==> config.mk <==
export PLATFORM = sky130hd
export DESIGN_NAME = fetch_controller
export DESIGN_NICKNAME = d
export VERILOG_FILES = /design/src/rtl/fetch_pkg.sv /design/src/rtl/fetch_pc_reg.sv /design/src/rtl/fetch_controller.sv
export SDC_FILE = /design/constraint.sdc
export NUM_CORES = 1
export LEC_CHECK = 0
export ABC_CLOCK_PERIOD_IN_PS = 2600
export CORE_UTILIZATION = 44
export DETAILED_ROUTE_END_ITERATION = 8
export GPL_ROUTABILITY_DRIVEN = 0
export PLACE_DENSITY = 0.82
export SYNTH_ARGS = -nofsm -noshare
export SYNTH_HDL_FRONTEND = slang
export SYNTH_SLANG_ARGS = --single-unit
==> constraint.sdc <==
create_clock -name clk -period 2.6 [get_ports clk]
set_input_delay 0.39 -clock clk [delete_from_list [all_inputs] [get_ports clk]]
set_output_delay 0.39 -clock clk [all_outputs]
set_load 0.02 [all_outputs]
==> src/rtl/fetch_pkg.sv <==
// rtl/fetch_pkg.sv - shared state type and constants for the fetch controller
package fetch_pkg;

    typedef enum logic [1:0] {
        REQ  = 2'd0,
        WAIT = 2'd1,
        OUT  = 2'd2
    } fetch_state_t;

    // Instructions are one 32-bit word; PC advances by this many bytes.
    localparam int INST_BYTES = 4;

    // Low address bits that must be zero in a word-aligned target.
    localparam int ALIGN_MASK = INST_BYTES - 1;

endpackage

==> src/rtl/fetch_pc_reg.sv <==
// rtl/fetch_pc_reg.sv - program counter register with increment / aligned-target next-value mux
module fetch_pc_reg #(
    parameter int                    DATA_WIDTH = 32,
    parameter logic [DATA_WIDTH-1:0] RESET_ADDR = '0
) (
    input  logic                  clk,
    input  logic                  reset,
    input  logic                  load_target,
    input  logic [DATA_WIDTH-1:0] target,
    input  logic                  load_inc,
    output logic [DATA_WIDTH-1:0] pc,
    output logic [DATA_WIDTH-1:0] pc_plus4
);
    import fetch_pkg::*;

    logic [DATA_WIDTH-1:0] aligned_target;
    logic [DATA_WIDTH-1:0] pc_next;

    // Redirect targets are forced onto a word boundary; arithmetic wraps naturally.
    assign aligned_target = target & ~DATA_WIDTH'(ALIGN_MASK);
    assign pc_plus4       = pc + DATA_WIDTH'(INST_BYTES);

    // Next-PC select: a redirect always wins over sequential advance.
    always_comb begin
        pc_next = pc;
        if (load_target) begin
            pc_next = aligned_target;
        end else if (load_inc) begin
            pc_next = pc_plus4;
        end
    end

    // PC register with synchronous reset to the boot address.
    always_ff @(posedge clk) begin
        if (reset) begin
            pc <= RESET_ADDR;
        end else begin
            pc <= pc_next;
        end
    end

endmodule

==> src/rtl/fetch_controller.sv <==
// rtl/fetch_controller.sv - single-outstanding fetch sequencer; FETCH_CTRL_PERF_EN adds fetch/stall counters
module fetch_controller #(
    parameter int                    DATA_WIDTH = 32,
    parameter logic [DATA_WIDTH-1:0] RESET_ADDR = '0
) (
    input  logic                  clk,
    input  logic                  reset,
    input  logic                  i_PC_Src,
    input  logic [DATA_WIDTH-1:0] i_Branch_Address,
    input  logic                  i_Stall,
    output logic                  o_Imem_Req,
    output logic [DATA_WIDTH-1:0] o_Imem_Addr,
    input  logic                  i_Imem_Ready,
    input  logic                  i_Imem_Valid,
    input  logic [DATA_WIDTH-1:0] i_Imem_Data,
    output logic                  o_Inst_Valid,
    output logic [DATA_WIDTH-1:0] o_Instruction,
    output logic [DATA_WIDTH-1:0] o_PC
`ifdef FETCH_CTRL_PERF_EN
    ,
    output logic [31:0]           o_Fetch_Count,
    output logic [31:0]           o_Stall_Count
`endif
);
    import fetch_pkg::*;

    fetch_state_t          state;
    logic                  discard;
    logic [DATA_WIDTH-1:0] pc;
    logic [DATA_WIDTH-1:0] pc_plus4;
    logic                  pc_load_inc;

    // A redirect loads the PC in every state; sequential advance only on consume.
    assign pc_load_inc = (state == OUT) && !i_Stall && !i_PC_Src;

    fetch_pc_reg #(
        .DATA_WIDTH (DATA_WIDTH),
        .RESET_ADDR (RESET_ADDR)
    ) u_pc_reg (
        .clk         (clk),
        .reset       (reset),
        .load_target (i_PC_Src),
        .target      (i_Branch_Address),
        .load_inc    (pc_load_inc),
        .pc          (pc),
        .pc_plus4    (pc_plus4)
    );

    assign o_Imem_Addr = pc;

    // Fetch sequencer: issue, wait for response (dropping stale ones), present to decode.
    always_ff @(posedge clk) begin
        if (reset) begin
            state         <= REQ;
            discard       <= 1'b0;
            o_Imem_Req    <= 1'b1;
            o_Inst_Valid  <= 1'b0;
            o_Instruction <= '0;
            o_PC          <= '0;
        end else begin
            case (state)
                REQ: begin
                    if (i_Imem_Ready) begin
                        state      <= WAIT;
                        o_Imem_Req <= 1'b0;
                        discard    <= i_PC_Src;
                    end
                end
                WAIT: begin
                    if (i_Imem_Valid) begin
                        if (discard || i_PC_Src) begin
                            discard    <= 1'b0;
                            state      <= REQ;
                            o_Imem_Req <= 1'b1;
                        end else begin
                            o_Instruction <= i_Imem_Data;
                            o_PC          <= pc_plus4;
                            o_Inst_Valid  <= 1'b1;
                            state         <= OUT;
                        end
                    end else if (i_PC_Src) begin
                        discard <= 1'b1;
                    end
                end
                OUT: begin
                    if (i_PC_Src || !i_Stall) begin
                        o_Inst_Valid <= 1'b0;
                        o_Imem_Req   <= 1'b1;
                        state        <= REQ;
                    end
                end
                default: begin
                    state      <= REQ;
                    o_Imem_Req <= 1'b1;
                end
            endcase
        end
    end

`ifdef FETCH_CTRL_PERF_EN
    // Count consumed instructions and stalled presentation cycles.
    always_ff @(posedge clk) begin
        if (reset) begin
            o_Fetch_Count <= '0;
            o_Stall_Count <= '0;
        end else if (state == OUT) begin
            if (!i_PC_Src && !i_Stall) begin
                o_Fetch_Count <= o_Fetch_Count + 32'd1;
            end
            if (i_Stall) begin
                o_Stall_Count <= o_Stall_Count + 32'd1;
            end
        end
    end
`endif

endmodule

==> results of run 1 <==
[path summary, 6_finish.rpt]
kind / from / cells after the start / endpoint
max: u_pc_reg.pc[2] / 6 / o_PC[30]
min: reset / 2 / u_pc_reg.pc[27]
max reg2reg: u_pc_reg.pc[2] / 6 / o_PC[30]
min reg2reg: o_Instruction[3] / 2 / o_Instruction[3]
[cell type report]
type,count,area (µm²),share of cell area (%)
Multi-Input combinational cell,394,2240,35.9
Sequential cell,97,1940,31.2
Timing Repair Buffer,169,1680,27.0
Tap cell,133,166,2.67
Clock buffer,11,131,2.11
Clock inverter,5,63.8,1.02
Inverter,2,7.51,0.121
[layout by cell type, fill, tap and decap left out, types with 2 or more instances in the layout]
cell type / n
sky130_fd_sc_hd__nor2b_1: 2
sky130_fd_sc_hd__and2_2: 2
sky130_fd_sc_hd__and3_2: 2
sky130_fd_sc_hd__a21oi_1: 42
sky130_fd_sc_hd__nand2b_1: 5
sky130_fd_sc_hd__and3_1: 4
sky130_fd_sc_hd__nand2_1: 98
sky130_fd_sc_hd__xor2_1: 20
sky130_fd_sc_hd__nor3_1: 9
sky130_fd_sc_hd__nor4_1: 5
sky130_fd_sc_hd__xnor2_1: 24
sky130_fd_sc_hd__dfxtp_1: 97
sky130_fd_sc_hd__buf_4: 8
sky130_fd_sc_hd__clkinv_4: 2
sky130_fd_sc_hd__clkbuf_1: 2
sky130_fd_sc_hd__o22ai_1: 11
sky130_fd_sc_hd__nand4_1: 12
sky130_fd_sc_hd__clkdlybuf4s50_1: 160
sky130_fd_sc_hd__o31ai_1: 2
sky130_fd_sc_hd__a31oi_1: 7
sky130_fd_sc_hd__conb_1: 4
sky130_fd_sc_hd__clkbuf_8: 9
sky130_fd_sc_hd__or4_1: 3
sky130_fd_sc_hd__a211oi_1: 39
sky130_fd_sc_hd__and4_2: 2
sky130_fd_sc_hd__a311oi_1: 3
sky130_fd_sc_hd__and2_1: 8
sky130_fd_sc_hd__nor2_1: 60
sky130_fd_sc_hd__nand3_1: 15
sky130_fd_sc_hd__a211oi_2: 2
[worst max-delay path, stage by stage (launching register included)]
cell                       delay (ns)
sky130_fd_sc_hd__dfxtp_1         0.46
sky130_fd_sc_hd__ha_1            0.25
sky130_fd_sc_hd__and3_1          0.30
sky130_fd_sc_hd__nand2_1         0.26
sky130_fd_sc_hd__nor4_1          0.47
sky130_fd_sc_hd__xnor2_1         0.18
sky130_fd_sc_hd__a211oi_2        0.22
[flip-flops by register name, summed over array words and instances, names as in the netlist]
register	cells
o_Instruction	32
state	2
discard	1
u_pc_reg.pc	30
o_PC	30
o_Inst_Valid	1
o_Imem_Req	1
[power breakdown]
part	switching, W	internal [W]
Combinational	0.000245	0.000265
Sequential	0.0000708	0.00155
Clock	0.000518	0.000453
[metrics by stage]
stage	power, W	hold WS, ns	area (µm²)	utilization [%]	cells
after floorplan	0.00190	0.503	4410	-	540
after detailed placement	0.00216	0.447	6030	62.0	795
after global placement	0.00215	0.442	6030	62.0	795
after CTS	0.00312	0.413	6230	64.0	811
final	0.00310	0.439	6230	64.0	811
after global routing	0.00323	0.437	6230	64.0	811
[kinds of logic (layout without fill, tap and decap cells)]
| family | Yosys count | after routing | share of synthesized area (%) |
|---|---|---|---|
| AOI/OAI and AO/OA | 111 | 111 | 16.5 |
| xor gates and xnor gates | 44 | 44 | 8.76 |
| adders and majority gates | 1 | 1 | 0.285 |
| buffers and inverters | 49 | 187 | 5.38 |
| DFF | 97 | 97 | 44.2 |
| other | 1 | 4 | 0.0853 |
| and+or+nand+nor | 234 | 234 | 24.8 |
[layer usage]
metal / routed length (µm) / up-vias / track usage, %
met5: 0 / - / 0
met4: 287 / 0 / 7.69
met1: 5320 / 2029 / 29.9
met3: 634 / 23 / 4.24
met2: 6030 / 157 / 38.0
li1: - / 2118 / -
==> results.toml, run 1 <==
[sta]
setup_tns_ns = 0
max_clock_freq_mhz = 453
setup_ws_ns = 0.392
setup_repair_after_global_routing_missed_its_margin = "no"
post-route-min-period_ns = 2.21
drv_slew = 0
post-route-period-util_pct = 84.9
hold_violations = 0
setup-violations-final = 0
timing.clock.skew_ns = 0.0122

[cells_and_area]
n_antenna_cell = 0
drive_above_1_share_pct = 5.46
area_growth_syn_to_layout_pct = 41.7
layout.nets = 744
n_fill_cell = 869

[critical_path]
worstPathMaxFanout = 7
setup.worst_path.end_class = "flop"
critical_path_arrival_ns = 2.49
startpoint_type = "flop"
required_time_reported_for_the_critical_path_endpoint_ns = 2.88
timing_worst_setup_path_type = "reg -> reg"
r2r_setup_slack_ns = 0.39

[logic_synthesis]
post_synth_main_area_contributors = "sky130_fd_sc_hd__dfxtp_1, sky130_fd_sc_hd__nand2_1, sky130_fd_sc_hd__a211oi_1, sky130_fd_sc_hd__nor2_1, sky130_fd_sc_hd__a21oi_1"
post_synth_instance_area_um2 = 4400
synthesis_stage_register_bit_count = 97
postSynth.asyncResetShare_pct = 0
synth_seq_area_share_pct = 44.2
synth_edf_count = 0
synth_largest_area_cell = "sky130_fd_sc_hd__dfxtp_1"
synth.most_common_cell = "sky130_fd_sc_hd__nand2_1"
synth.distinct_cells = 46
yosys_warnings = 0
synth_common_cells = "sky130_fd_sc_hd__nand2_1, sky130_fd_sc_hd__dfxtp_1, sky130_fd_sc_hd__nor2_1, sky130_fd_sc_hd__a21oi_1, sky130_fd_sc_hd__a211oi_1"
netlist_instances = 537
post-synth-top-area-fraction_pct = 44.2
syn-mean-instance-area_um2 = 8.19
most_used_dff_post_synth = "sky130_fd_sc_hd__dfxtp_1"

[global_route]
grt.overflow.total = 0
first_pass_grt_wire_length_mm = 18.9
first_global_vias = 3881
grt_max_degree = 92
overall_track_demand_over_capacity_in_global_routing_pct = 22.9
antenna_found_initial = 0

[clock_tree]
clock_slew_seen_by_the_registers_of_the_worst_setup_and_hold_paths_ns = 0.09
cts-buffers-inserted = 9
post-cts-setup-buffer-count = 0
post_cts_hold_buffer_count = 0
clock_sink_count = 97
insertion_delay_ns = 0.35
post_cts_resize_count = 0
htreeDepth = 3
tritoncts = "built"
clock_tree.root_cell = "sky130_fd_sc_hd__clkbuf_8"
cts_buffer_depth = 2

[placed_design]
port-buffer-count = 161
hpwlAfterDp_mm = 8.82
dpl_worst_slack_ns = 0.385

[detailed_routing]
vias = 4327
drtPass1Iterations = 5
post-route-drc-count = 0
post_drt_wl_per_cell_um = 15.1
drtAntennaViolNets = 0
drt-vias-per-instance = 5.34
detailedRoute.firstIterationViolations = 269
drt_wl_total_mm = 12.3

[floorplanning]
die_h_um = 102
fp.dieW_um = 102
design.core.area_um2 = 9730
floorplan.initialDensity_pct = 45.2
io_pins = 168
rows = 36
floorplan.die_area_um2 = 10400

[power_and_ir_drop]
power.density_cell_area_nw_per_um2 = 497
total_leakage_power_nw = 2.01
power.ir.vdd_worst_v = 0.000409

[outcome]
outcome = "completed"

[flow_run]
max-cap-violations = 0

[hold_path]
type_of_the_most_critical_hold_path = "in -> reg"
(Power assumes the default switching activity.)
==> run 2, diff against run 1 <==
ABC_CLOCK_PERIOD_IN_PS = 2000   (was 2600)
CORE_UTILIZATION = 40   (was 44)
PLACE_DENSITY = 0.79   (was 0.82)
clock period = 2 ns   (was 2.6 ns; I/O delays follow)
==> results.toml, run 2 (synthesis gave the netlist of run 1 again) <==
[outcome]
outcome = "completed"

[power_and_ir_drop]
power.density_cell_area_nw_per_um2 = 618
power.ir.vdd_worst_v = 0.000356
total_leakage_power_nw = 2.17

[flow_run]
max-cap-violations = 0

[sta]
setup_repair_after_global_routing_missed_its_margin = "yes"
post-route-min-period_ns = 1.87
setup-violations-final = 0
timing.clock.skew_ns = 0.00674
drv_slew = 0
setup_tns_ns = 0
post-route-period-util_pct = 93.5
setup_ws_ns = 0.129
hold_violations = 0
max_clock_freq_mhz = 535

[placed_design]
dpl_worst_slack_ns = 0.0476
hpwlAfterDp_mm = 9.62
port-buffer-count = 161

[detailed_routing]
vias = 4428
drt_wl_total_mm = 13.1
drtPass1Iterations = 5
post-route-drc-count = 0
drt-vias-per-instance = 5.26
drtAntennaViolNets = 0
detailedRoute.firstIterationViolations = 256
post_drt_wl_per_cell_um = 15.6

[cells_and_area]
largest_reg_flops = 32
area_growth_syn_to_layout_pct = 48.2
layout.nets = 772
reg_top3 = "o_Instruction x32, o_PC x30, u_pc_reg.pc x30"
drive_above_1_share_pct = 11.0
mostFrequentLayoutCell = "sky130_fd_sc_hd__clkdlybuf4s50_1"
largest_reg_by_ff_count = "o_Instruction"
layout.cells.most_common_list = "sky130_fd_sc_hd__clkdlybuf4s50_1, sky130_fd_sc_hd__nand2_1, sky130_fd_sc_hd__dfxtp_1, sky130_fd_sc_hd__nor2_1, sky130_fd_sc_hd__a21oi_1"
n_antenna_cell = 0

[critical_path]
startpoint_type = "flop"
worstPathMaxFanout = 7
critical_path_buf_inv_count = 2
timing_worst_setup_path_type = "reg -> out"
critical_path_slowest_stage_cell = "sky130_fd_sc_hd__clkdlybuf4s50_1"
setup.worst_path.end_class = "primary output"
largest_delay_contributor_family_on_the_critical_path = "buffers and inverters"
critical_path_arrival_ns = 1.57
required_time_reported_for_the_critical_path_endpoint_ns = 1.70
critical_path.max_stage_delay_ns = 0.63
critical_path.cell_chain = "buf_4, clkdlybuf4s50_1"

[global_route]
first_pass_grt_wire_length_mm = 20.5
antenna_found_initial = 0
overall_track_demand_over_capacity_in_global_routing_pct = 22.7
grt_max_degree = 53
first_global_vias = 4224
grt.overflow.total = 0

[floorplanning]
floorplan.die_area_um2 = 11400
die_h_um = 107
floorplan.initialDensity_pct = 41.8
io_pins = 168
rows = 37
fp.dieW_um = 107
design.core.area_um2 = 10500

[clock_tree]
clock_sink_count = 97
htreeDepth = 3
cts-buffers-inserted = 9
clock_tree.root_cell = "sky130_fd_sc_hd__clkbuf_8"
tritoncts = "built"
insertion_delay_ns = 0.38
clock_slew_seen_by_the_registers_of_the_worst_setup_and_hold_paths_ns = 0.10
cts_buffer_depth = 2

[hold_path]
type_of_the_most_critical_hold_path = "in -> reg"
run 2: cell count changes in the layout (fill, tap and decap cells not counted), sizes merged:
cell and change:
inv +1, buf +28, clkbuf -2, bufinv -1, clkinv +2
run 2: worst paths after layout:
path	slack (ns)	from	endpoint	cells past startpoint
worst min-delay path	0.31	reset	u_pc_reg.pc[29]	2
worst min register to register	0.46	o_Instruction[7]	o_Instruction[7]	2
worst max register to register	0.14	u_pc_reg.pc[12]	o_PC[26]	5
worst max-delay path	0.13	u_pc_reg.pc[9]	o_Imem_Addr[9]	2
run 2: cell type report:
| class | instances | area (µm²) |
|---|---|---|
| timing repair buffer | 197 | 1940 |
| tap | 136 | 170 |
| clock inverter | 7 | 55.1 |
| sequential | 97 | 1950 |
| multi-input combinational | 394 | 2270 |
| inverter | 2 | 7.51 |
| clock buffer | 9 | 124 |
| fill | 884 | 3990 |
run 2: metrics by stage:
step	hold slack [ns]	instances	power, W	utilization (%)	instance area (µm²)
final	0.314	842	0.00403	62.0	6520
after global routing	0.322	842	0.00418	62.0	6520
after CTS	0.301	841	0.00404	61.6	6470
after detailed placement	0.446	825	0.00285	59.9	6290
after global placement	0.441	825	0.00283	59.9	6290
after floorplan	0.436	540	0.00247	-	4410
run 2: what timing repair did:
item                                    CTS  global route
hold buffers                              0             0
setup buffers                             0             1
endpoints found under the setup margin    0            15
gates resized for setup                   0             9
run 2: report_power, final:
group / internal [W] / switching (W) / total [W]
Combinational: 0.000381 / 0.000351 / 0.000732
Clock: 0.000465 / 0.000745 / 0.00121
Sequential: 0.00201 / 0.0000735 / 0.00208
Total: 0.00286 / 0.00117 / 0.00403
run 2: metal layers:
metal / global-route usage [%] / part of all wire (%) / up-vias
met4: 7.93 / 1.7 / 0
met1: 28.0 / 42 / 2100
met3: 3.95 / 5.6 / 19
met5: 0 / 0 / -
met2: 39.7 / 50 / 145
li1: - / - / 2164
